### config.mk
export PLATFORM = sky130hd
export DESIGN_NAME = countdown_limiter
export DESIGN_NICKNAME = d
export VERILOG_FILES = /design/src/rtl/countdown_limiter.sv
export SDC_FILE = /design/constraint.sdc
export NUM_CORES = 1
export LEC_CHECK = 0
export CELL_PAD_IN_SITES_DETAIL_PLACEMENT = 0
export CELL_PAD_IN_SITES_GLOBAL_PLACEMENT = 1
export CORE_MARGIN = 5
export CORE_UTILIZATION = 30
export CTS_CLUSTER_DIAMETER = 120
export DETAILED_ROUTE_END_ITERATION = 7
export HOLD_SLACK_MARGIN = 0.1
export PLACE_DENSITY = 0.76
export SYNTH_ARGS = -nofsm -noshare
export SYNTH_HDL_FRONTEND = slang
export SYNTH_SLANG_ARGS = --single-unit
### constraint.sdc
create_clock -name clk -period 1.6 [get_ports clk]
set_input_delay 0.16 -clock clk [delete_from_list [all_inputs] [get_ports clk]]
set_output_delay 0.16 -clock clk [all_outputs]
set_load 0.01 [all_outputs]
### src/rtl/countdown_limiter.sv
// countdown_limiter: bounded down-counter that drains a loaded count one tick
// per enabled cycle. It pulses done when the count reaches zero and pulses
// load_err when a load above MAX_LOAD is rejected, so counter never exceeds
// MAX_LOAD.
module countdown_limiter #(
  parameter int WIDTH    = 8,
  parameter int MAX_LOAD = 100
) (
  input  logic             clk,
  input  logic             reset_n,
  input  logic             clear,
  input  logic             load,
  input  logic [WIDTH-1:0] load_value,
  input  logic             enable,
  output logic [WIDTH-1:0] counter,
  output logic             busy,
  output logic             done,
  output logic             load_err
);

  // An unusable limit is caught at elaboration: it must be non-zero and fit in WIDTH bits.
  if (MAX_LOAD <= 0 || longint'(MAX_LOAD) >= (longint'(1) << WIDTH)) begin : g_bad_max_load
    $error("countdown_limiter: MAX_LOAD must satisfy 0 < MAX_LOAD < 2**WIDTH");
  end

  localparam logic [WIDTH-1:0] MaxLoadW = WIDTH'(MAX_LOAD);

  typedef enum logic {
    IDLE = 1'b0,
    RUN  = 1'b1
  } state_t;

  state_t           state_q;
  logic [WIDTH-1:0] counter_q;
  logic [WIDTH-1:0] counter_dec_d;
  logic             busy_q;
  logic             done_q;
  logic             load_err_q;

  // Decremented count, used only while RUN, where the counter is always at least 1.
  always_comb begin
    counter_dec_d = counter_q - {{(WIDTH-1){1'b0}}, 1'b1};
  end

  // Control FSM. Priority on each edge is clear, then load, then decrement.
  // done and load_err default low, so each one lasts a single cycle.
  always_ff @(posedge clk or negedge reset_n) begin
    if (!reset_n) begin
      state_q    <= IDLE;
      counter_q  <= '0;
      busy_q     <= 1'b0;
      done_q     <= 1'b0;
      load_err_q <= 1'b0;
    end else begin
      done_q     <= 1'b0;
      load_err_q <= 1'b0;
      if (clear) begin
        // An abort drops any simultaneous load silently and gives no completion.
        state_q   <= IDLE;
        counter_q <= '0;
        busy_q    <= 1'b0;
      end else if (load) begin
        if (load_value > MaxLoadW) begin
          // A rejected load leaves the count that is already running untouched.
          load_err_q <= 1'b1;
        end else if (load_value == '0) begin
          // A zero-length count completes at once.
          state_q   <= IDLE;
          counter_q <= '0;
          busy_q    <= 1'b0;
          done_q    <= 1'b1;
        end else begin
          // A load (re)starts the count. There is no decrement on the load edge.
          state_q   <= RUN;
          counter_q <= load_value;
          busy_q    <= 1'b1;
        end
      end else if (state_q == RUN && enable) begin
        if (counter_q > {{(WIDTH-1){1'b0}}, 1'b1}) begin
          counter_q <= counter_dec_d;
        end else begin
          state_q   <= IDLE;
          counter_q <= '0;
          busy_q    <= 1'b0;
          done_q    <= 1'b1;
        end
      end
    end
  end

  assign counter  = counter_q;
  assign busy     = busy_q;
  assign done     = done_q;
  assign load_err = load_err_q;

  // The counter never exceeds the load limit.
  a_counter_le_max : assert property (@(posedge clk) disable iff (!reset_n)
    counter_q <= MaxLoadW);

  // Once at zero, the counter stays at zero until a new load arrives (no wrap below zero).
  a_no_wrap : assert property (@(posedge clk) disable iff (!reset_n)
    (counter_q == '0 && !load) |=> counter_q == '0);

  // A running count always has at least one tick left.
  a_busy_nonzero : assert property (@(posedge clk) disable iff (!reset_n)
    busy_q |-> counter_q != '0);

  // Completion is only reported with an empty, idle counter.
  a_done_idle_zero : assert property (@(posedge clk) disable iff (!reset_n)
    done_q |-> (counter_q == '0 && !busy_q));

  // A completion and a rejection never coincide.
  a_done_err_exclusive : assert property (@(posedge clk) disable iff (!reset_n)
    !(done_q && load_err_q));

endmodule

==> results of run 1 <==
-- report_power, final --
| part | internal, mW | switching, mW |
|---|---|---|
| combinational | 0.495 | 0.423 |
| sequential | 0.323 | 0.0287 |
| clock | 0.0968 | 0.110 |
-- sequential cells by signal, indices dropped and copies added, names as in the netlist --
name / count
busy: 1
done: 1
counter: 8
load_err: 1
-- synth_stat cells (3+ instances only) --
cell / n / area [um^2]
a32oi_1: 3 / 26.3
nand2_1: 4 / 15.0
o21ai_0: 3 / 15.0
inv_1: 6 / 22.5
nor3_1: 4 / 20.0
mux2_2: 3 / 33.8
a21oi_1: 4 / 20.0
o2bb2ai_1: 3 / 26.3
o22ai_1: 3 / 18.8
a22oi_1: 3 / 22.5
nor2_1: 5 / 18.8
dfrtp_1: 11 / 275
-- logic make-up (layout without fill, tap and decap cells) --
family | Yosys count | in the layout | share of synthesized area, %
buffers and inverters | 7 | 74 | 3.41
AOI/OAI and AO/OA | 32 | 32 | 31.3
DFF | 11 | 11 | 35.7
adders and majority gates | 2 | 2 | 3.25
muxes | 4 | 4 | 5.68
and+or+nand+nor | 27 | 27 | 20.6
-- worst paths after layout --
check	end	depth (start not counted)	slack, ns
min	counter[6]$_DFFE_PN0P_	1	0.25
max in group asynchronous	counter[7]$_DFFE_PN0P_	1	0.97
max	counter[7]$_DFFE_PN0P_	5	-0.17
max reg2reg	counter[7]$_DFFE_PN0P_	5	-0.17
min in group clk	done$_DFF_PN0_	4	0.61
min reg2reg	counter[1]$_DFFE_PN0P_	2	0.63
-- placed cells by master (no fill, tap or decap), drive strengths merged --
master	instances
nor3	4
o22ai	3
a221oi	1
nand3	1
o2bb2ai	3
a41oi	1
a22oi	3
ha	2
o32ai	1
mux2i	1
inv	6
clkdlybuf4s50	22
dfrtp	11
o21ai	3
a2111oi	1
clkbuf	4
o31a	1
nor2	6
buf	41
or2	1
mux2	3
a211oi	2
or3	3
a32oi	3
nand4bb	1
a21o	1
o21a	1
dlymetal6s2s	1
a21oi	4
nor4	1
o31ai	1
nand2	4
or4	2
nand2b	2
nor2b	1
and2b	1
a22o	1
a211o	2
-- area by class of cell --
class                      count  area (um^2)  area share (%)
multi-input combinational     65          606            40.0
inverter                       6         22.5            1.49
clock buffer                   4         26.3            1.73
sequential                    11          275            18.2
tap                           30         37.5            2.48
timing repair buffer          64          548            36.2
-- critical path, delay by kind of cell, from the launching register on --
| family | cells | cell delay (ns) |
|---|---|---|
| AOI/OAI and AO/OA | 3 | 0.70 |
| buffers and inverters | 1 | 0.15 |
| DFF | 1 | 0.39 |
| and+or+nand+nor | 1 | 0.42 |
-- layer usage --
metal,part of all wire (%),global-route usage (%),wire (um),vias up
met5,0,0,0,-
met4,1.5,6.50,44,0
met3,5.3,2.34,154,4
met2,51,28.1,1480,40
met1,43,20.8,1250,470
li1,-,-,-,460
-- timing repair --
item	4_1_cts	5_1_grt
resized for setup	12	19
pin swaps	11	9
hold buffers	0	0
setup buffers	1	4
hold endpoints to repair	0	0
cloned	0	0
setup endpoints to repair	10	11
==> out/metrics.yaml, run 1 <==
status: "complete, but fails checks"
violations: "negative setup slack"
dp_hpwl_um: 2140
place_congestion: 0.834
clkTransAtPathRegs_ns: 0.08
design.die.area_um2: 3680
firstDrtPassIters: 4
yosysUniqueCellTypes: 38
cts_num_sinks: 11
pin_count: 24
coreArea_um2: 2480
vias: 974
path_cells: "or3_4, o31a_1, buf_4, a22o_1, a21o_1"
h-tree-depth: 1
area_delta_synth_final_pct: 96.6
dp.cells: 172
rsz0062_at_grt: "yes"
wl_um: 2930
via_per_inst: 5.41
path_max_fanout: 4
grtUsageTotal_pct: 16.4
critPathKind: "reg2reg"
wl_per_cell_um: 16.3
slew_headroom_pct: 61.1
ys.flop_type: "dfrtp_1"
synth_area_um2: 771
timing.hold.ws_ns: 0.246
period_minus_slack_ns: 1.77
fin_cells: 180
fmax_mhz: 565
cts_buffers: 3
synth_edf_count: 0
crit_path_top_delay_cell: "or3_4"
cp.arrival_ns: 1.94
fin_nets: 166
setup_violations: 9
drive_gt1_share_pct: 47.3
ir_drop_uv: 681
synth.avg_cell_area_um2: 9.29
dieWidth_um: 60.7
die_h_um: 60.7
p_per_area_nw_per_um2: 975
start_util_pct: 31.1
port_buffers: 23
grt_pass1_wl_um: 4460
antenna_left: 0
insertion_delay_ns: 0.28
cts_tree: "yes"
cts_root_buf: "clkbuf_4"
antenna_found_initial: 0
route.detailed.drc: 0
utilization_pct: 61.2
hold_violations: 0
seq_area_frac_synth_pct: 35.7
grt_max_degree: 12
final_max_slew_viol_count: 0
pre_cts_slack_ns: -0.335
drt_iter0_markers: 44
ys_async_sr_fraction_pct: 100
totalPowerFinal_mw: 1.48
hp-class: "in2async"
drv_cap: 0
end_kind: "flip-flop"
finalSetupTns_ns: -0.989
worst_pin_slew_ns: 0.582
clockBufferDepth: 2
ys_ff_latch: 11
postPlaceCellArea_um2: 1310
grt_pass1_vias: 967
rr_startpoint: "counter[7]$_DFFE_PN0P_"
design_area_um2: 1520
cpPeakStageDelay_ns: 0.42
cp_data_required_time_ns: 1.77
synth_nets: 98
crit_path_start_kind: "flip-flop"
fillers: 216
p_leak_nw: 0.654
fin_skew_ns: 0.00437
syn_inst: 83
period_share_pct: 111
cp-startpoint: "counter[7]$_DFFE_PN0P_"
yosysWarningCount: 0
grt_overflow: 0
antenna_cells: 0
fin_ws_ns: -0.171
row_count: 18
No activity file was read; power rests on OpenSTA's default activity.
==> run 2: changes to the inputs <==
Settings changed: CELL_PAD_IN_SITES_DETAIL_PLACEMENT 0 to 2, CELL_PAD_IN_SITES_GLOBAL_PLACEMENT 1 to 2, CORE_UTILIZATION 30 to 24.
==> run 2 against run 1 <==
Compared with the run above: the run still ends with negative setup slack left; wire length is 57% higher; first-iteration DRC count is 32% higher; register-to-register slack hardly changed; cell area stayed put; hold slack worse by 0.0092 ns; core utilization is 12 points lower; clock skew is 0.013 ns higher; global-route usage is 3.1 points higher; critical endpoint is now counter[3]$_DFFE_PN0P_; highest routed layer unchanged.
==> out/metrics.yaml, run 2 (synthesis results as in run 1) <==
timing.hold.ws_ns: 0.236
route.detailed.drc: 0
use_met1_pct: 23.7
cts_root_buf: "clkbuf_4"
crit_path_start_kind: "primary input"
clkTransAtPathRegs_ns: 0.10
start_util_pct: 25.0
postPlaceCellArea_um2: 1310
crit_path_top_delay_cell: "clkdlybuf4s50_1"
grtUsageTotal_pct: 19.5
wl_um: 4610
fillers: 333
fin_skew_ns: 0.0172
p_leak_nw: 0.655
hp-class: "in2async"
path_cells: "clkdlybuf4s50_1, nand4bb_1, buf_4, a211oi_4, buf_4, o22ai_1, o2bb2ai_1"
cp_data_required_time_ns: 1.76
drv_cap: 0
period_minus_slack_ns: 1.78
final_cell_mix: "buf_4, clkdlybuf4s50_1, dfrtp_1"
h-tree-depth: 1
drt_iter0_markers: 58
finalSetupTns_ns: -1.33
dp.cells: 183
antenna_cells: 0
coreArea_um2: 3080
cts_buffers: 3
design.die.area_um2: 4440
violations: "negative setup slack"
grt_max_degree: 12
worst_pin_slew_ns: 0.611
clockBufferDepth: 2
grt_use_met3_pct: 2.70
ir_drop_uv: 456
end_kind: "flip-flop"
pin_count: 24
antenna_left: 0
grt_busiest_layer: "met2"
fin_nets: 160
final_max_slew_viol_count: 0
path_max_fanout: 3
fin_cells: 188
cts_tree: "yes"
rsz0062_at_grt: "yes"
status: "complete, but fails checks"
antenna_found_initial: 0
cts_num_sinks: 11
via_per_inst: 5.47
crit_top_cell: "buf_4"
port_buffers: 23
p_per_area_nw_per_um2: 1010
grt_pass1_wl_um: 6320
hold_violations: 0
final_common_cell: "buf_4"
setup_violations: 10
wl_per_cell_um: 24.5
grt_pass1_vias: 1141
slew_headroom_pct: 58.9
dieWidth_um: 66.7
cp.arrival_ns: 1.94
area_delta_synth_final_pct: 96.6
vias: 1029
die_h_um: 66.7
design_area_um2: 1520
drive_gt1_share_pct: 48.6
grt_overflow: 0
largest_reg_flops: 8
cpPeakStageDelay_ns: 0.47
fin_ws_ns: -0.177
period_share_pct: 111
fmax_mhz: 563
row_count: 20
dp_hpwl_um: 2660
insertion_delay_ns: 0.30
firstDrtPassIters: 4
use_met2_pct: 35.6
place_congestion: 0.778
critPathKind: "in2reg"
rrSetupSlack_ns: -0.17
==> run 2: cell count changes in the layout (fill, tap and decap cells not counted), moves of 2 or more <==
cell	delta
nor3_2	+3
buf_4	-6
dlymetal6s2s_1	+3
nor3_1	-3
inv_2	+2
inv_1	-2
clkdlybuf4s50_1	-3
==> run 2: cell type report <==
type	count	area (um^2)	area share, %
Clock buffer	4	26.3	1.73
Inverter	6	22.5	1.49
Timing Repair Buffer	58	510	33.7
Multi-Input combinational cell	65	626	41.3
Sequential cell	11	275	18.2
Tap cell	44	55.1	3.63
==> run 2: final timing paths <==
| path | startpoint | end | cells past startpoint |
|---|---|---|---|
| setup / recovery | load_value[1] | counter[3]$_DFFE_PN0P_ | 7 |
| hold / removal | reset_n | counter[0]$_DFFE_PN0P_ | 1 |
| setup reg to reg | counter[4]$_DFFE_PN0P_ | counter[5]$_DFFE_PN0P_ | 5 |
| hold reg to reg | counter[6]$_DFFE_PN0P_ | counter[6]$_DFFE_PN0P_ | 2 |
| max in group asynchronous | reset_n | counter[7]$_DFFE_PN0P_ | 1 |
| min in group clk | load_value[4] | counter[4]$_DFFE_PN0P_ | 3 |
==> run 2: metal layers <==
layer | share of wire [%] | routed length, um
met5 | 0 | 0
met4 | 1.6 | 72
met3 | 3.7 | 171
met2 | 52 | 2410
met1 | 42 | 1950
==> run 2: what timing repair did <==
item	CTS	global route
gates resized for setup	20	19
hold endpoints to repair	0	0
setup buffers	1	0
cloned	0	0
endpoints found under the setup margin	10	12
hold buffers	0	0
pin swaps	6	7
==> run 2: critical path: cells and delay by family <==
family,cells,cell delay [ns]
AO/OA/AOI/OAI,3,0.59
AND/OR/NAND/NOR,1,0.31
buffers and inverters,3,0.88
==> run 2: power breakdown <==
part	leakage (nW)	switching, mW	internal [mW]	total, mW
logic	0.494	0.484	0.463	0.948
clock network	0.0150	0.131	0.0970	0.228
registers	0.146	0.0372	0.323	0.360
==> run 2: stage by stage <==
stage | worst slack (ns) | util [%] | power [mW]
final | -0.177 | 49.2 | 1.54
after global routing | -0.225 | 49.2 | 1.62
after CTS | -0.122 | 46.7 | 1.42
after detailed placement | -0.352 | 42.5 | 1.09
after global placement | -0.327 | 42.5 | 1.06
after floorplan | -0.176 | - | 0.665
==> run 3: changes to the inputs <==
Settings changed: CORE_ASPECT_RATIO set to 0.5.
==> run 3 against run 2 <==
Compared with the run above: the run still ends with negative setup slack left; first-iteration DRC count shrank 1.7%; combinational power grew 14%; sequential share of layout area shrank 1.3 points; clock-buffer cell count is the same; hold slack gained 0.069 ns; core utilization grew 4.2 points; fmax shrank 1.3%; cell area grew 7.4%; setup slack lost 0.024 ns; clock power grew 30%; wire length grew 14%; critical path type unchanged.
==> out/metrics.yaml, run 3 (synthesis results as in run 1) <==
worst-path-stages: 5
antenna_cells: 0
vias: 1062
fin_nets: 169
drv_cap: 0
largest_reg_flops: 8
p_per_area_nw_per_um2: 1070
final_max_slew_viol_count: 0
drive_gt1_share_pct: 54.9
port_buffers: 23
final_cell_mix: "buf_4, clkdlybuf4s50_1, dfrtp_1"
crit_path_top_delay_cell: "clkdlybuf4s50_1"
place_congestion: 0.829
violations: "negative setup slack"
end_kind: "flip-flop"
seq_area_um2: 275
fillers: 314
area_delta_synth_final_pct: 111
totalPowerFinal_mw: 1.74
fmax_mhz: 555
drt_iter0_markers: 57
path_max_fanout: 4
multi_input_area_um2: 661
setup_violations: 10
path_cells: "clkdlybuf4s50_1, nand4bb_4, a211o_1, a2111oi_2, a21o_1"
cpPeakStageDelay_ns: 0.62
cts_buffers: 3
insertion_delay_ns: 0.24
period_share_pct: 113
clockBufferDepth: 2
final_common_cell: "buf_4"
via_per_inst: 5.50
hp-class: "in2async"
crit_path_start_kind: "primary input"
wl_um: 5240
clkTransAtPathRegs_ns: 0.06
cts_root_buf: "clkbuf_8"
slew_headroom_pct: 58.5
wl_per_cell_um: 27.2
dp_hpwl_um: 3180
worst_pin_slew_ns: 0.620
cts_num_sinks: 11
hold_violations: 0
status: "complete, but fails checks"
cp_data_required_time_ns: 1.78
grtUsageTotal_pct: 20.3
reg2regPathDepth: 5
rrSetupSlack_ns: -0.19
start_util_pct: 25.3
row_count: 14
fin_skew_ns: 0.00133
critPathKind: "in2reg"
crit_buf_inv: 1
coreArea_um2: 3050
cts_tree: "yes"
r2r-end: "counter[1]$_DFFE_PN0P_"
firstDrtPassIters: 4
grt_max_degree: 12
pre_cts_slack_ns: -0.472
design.die.area_um2: 4510
ir_drop_uv: 538
period_minus_slack_ns: 1.80
grt_pass1_vias: 1157
die_h_um: 50.1
rr_startpoint: "counter[5]$_DFFE_PN0P_"
dieWidth_um: 90.1
rsz0062_at_grt: "yes"
grt_pass1_wl_um: 6930
route.detailed.drc: 0
antenna_found_initial: 0
pin_count: 24
grt_overflow: 0
h-tree-depth: 1
antenna_left: 0
path_delay_family: "compound AO/OA/AOI/OAI gates"
fin_ws_ns: -0.201
cp.arrival_ns: 1.98
p_leak_nw: 0.682
-- run 3: repair_timing --
item,CTS,global route
pin swaps,5,6
resized for setup,20,24
hold buffers,0,0
cloned,0,0
setup buffers,3,3
setup endpoints to repair,10,10
-- run 3: metal layers --
metal	global-route usage (%)	wire length [um]	vias up
met1	28.3	2590	556
met5	0	0	-
met2	31.1	2410	28
met4	8.91	116	0
met3	3.04	130	11
li1	-	-	467
-- run 3: per-stage QoR --
step	std cells	hold WS [ns]	instance area, um^2	util, %	TNS [ns]
final	193	0.306	1630	53.4	-1.44
after global routing	193	0.338	1630	53.4	-1.76
after CTS	190	0.314	1500	49.3	-1.09
after detailed placement	183	0.589	1330	43.7	-3.31
after global placement	183	0.562	1330	43.7	-2.40
after floorplan	83	-0.136	771	-	-0.624
-- run 3: where the power goes --
group | switching (mW) | internal, mW
sequential | 0.0421 | 0.324
clock | 0.121 | 0.176
combinational | 0.545 | 0.535
total | 0.708 | 1.03
-- run 3: area by class of cell --
class	count	area share, %
clock buffers	4	2.77
inverters	6	1.38
multi-input cells	65	40.6
flip-flops and latches	11	16.9
well taps	40	3.07
repair buffers	67	35.3
-- run 3: worst max path at each step --
stage	from	endpoint
2_1_floorplan	counter[7]$_DFFE_PN0P_	busy$_DFFE_PN0P_
3_3_place_gp	load_value[3]	busy$_DFFE_PN0P_
3_5_place_dp	load_value[6]	busy$_DFFE_PN0P_
4_1_cts	counter[7]$_DFFE_PN0P_	busy$_DFFE_PN0P_
5_1_grt	counter[7]$_DFFE_PN0P_	counter[5]$_DFFE_PN0P_
6_report	load_value[6]	counter[7]$_DFFE_PN0P_
-- run 3: worst reg2reg max path, delay by kind of cell, from the launching register on --
| family | cells | cell delay (ns) |
|---|---|---|
| flip-flops | 1 | 0.40 |
| AO/OA/AOI/OAI | 2 | 0.41 |
| buffers and inverters | 1 | 0.18 |
| AND/OR/NAND/NOR | 1 | 0.44 |
| multiplexers | 1 | 0.25 |
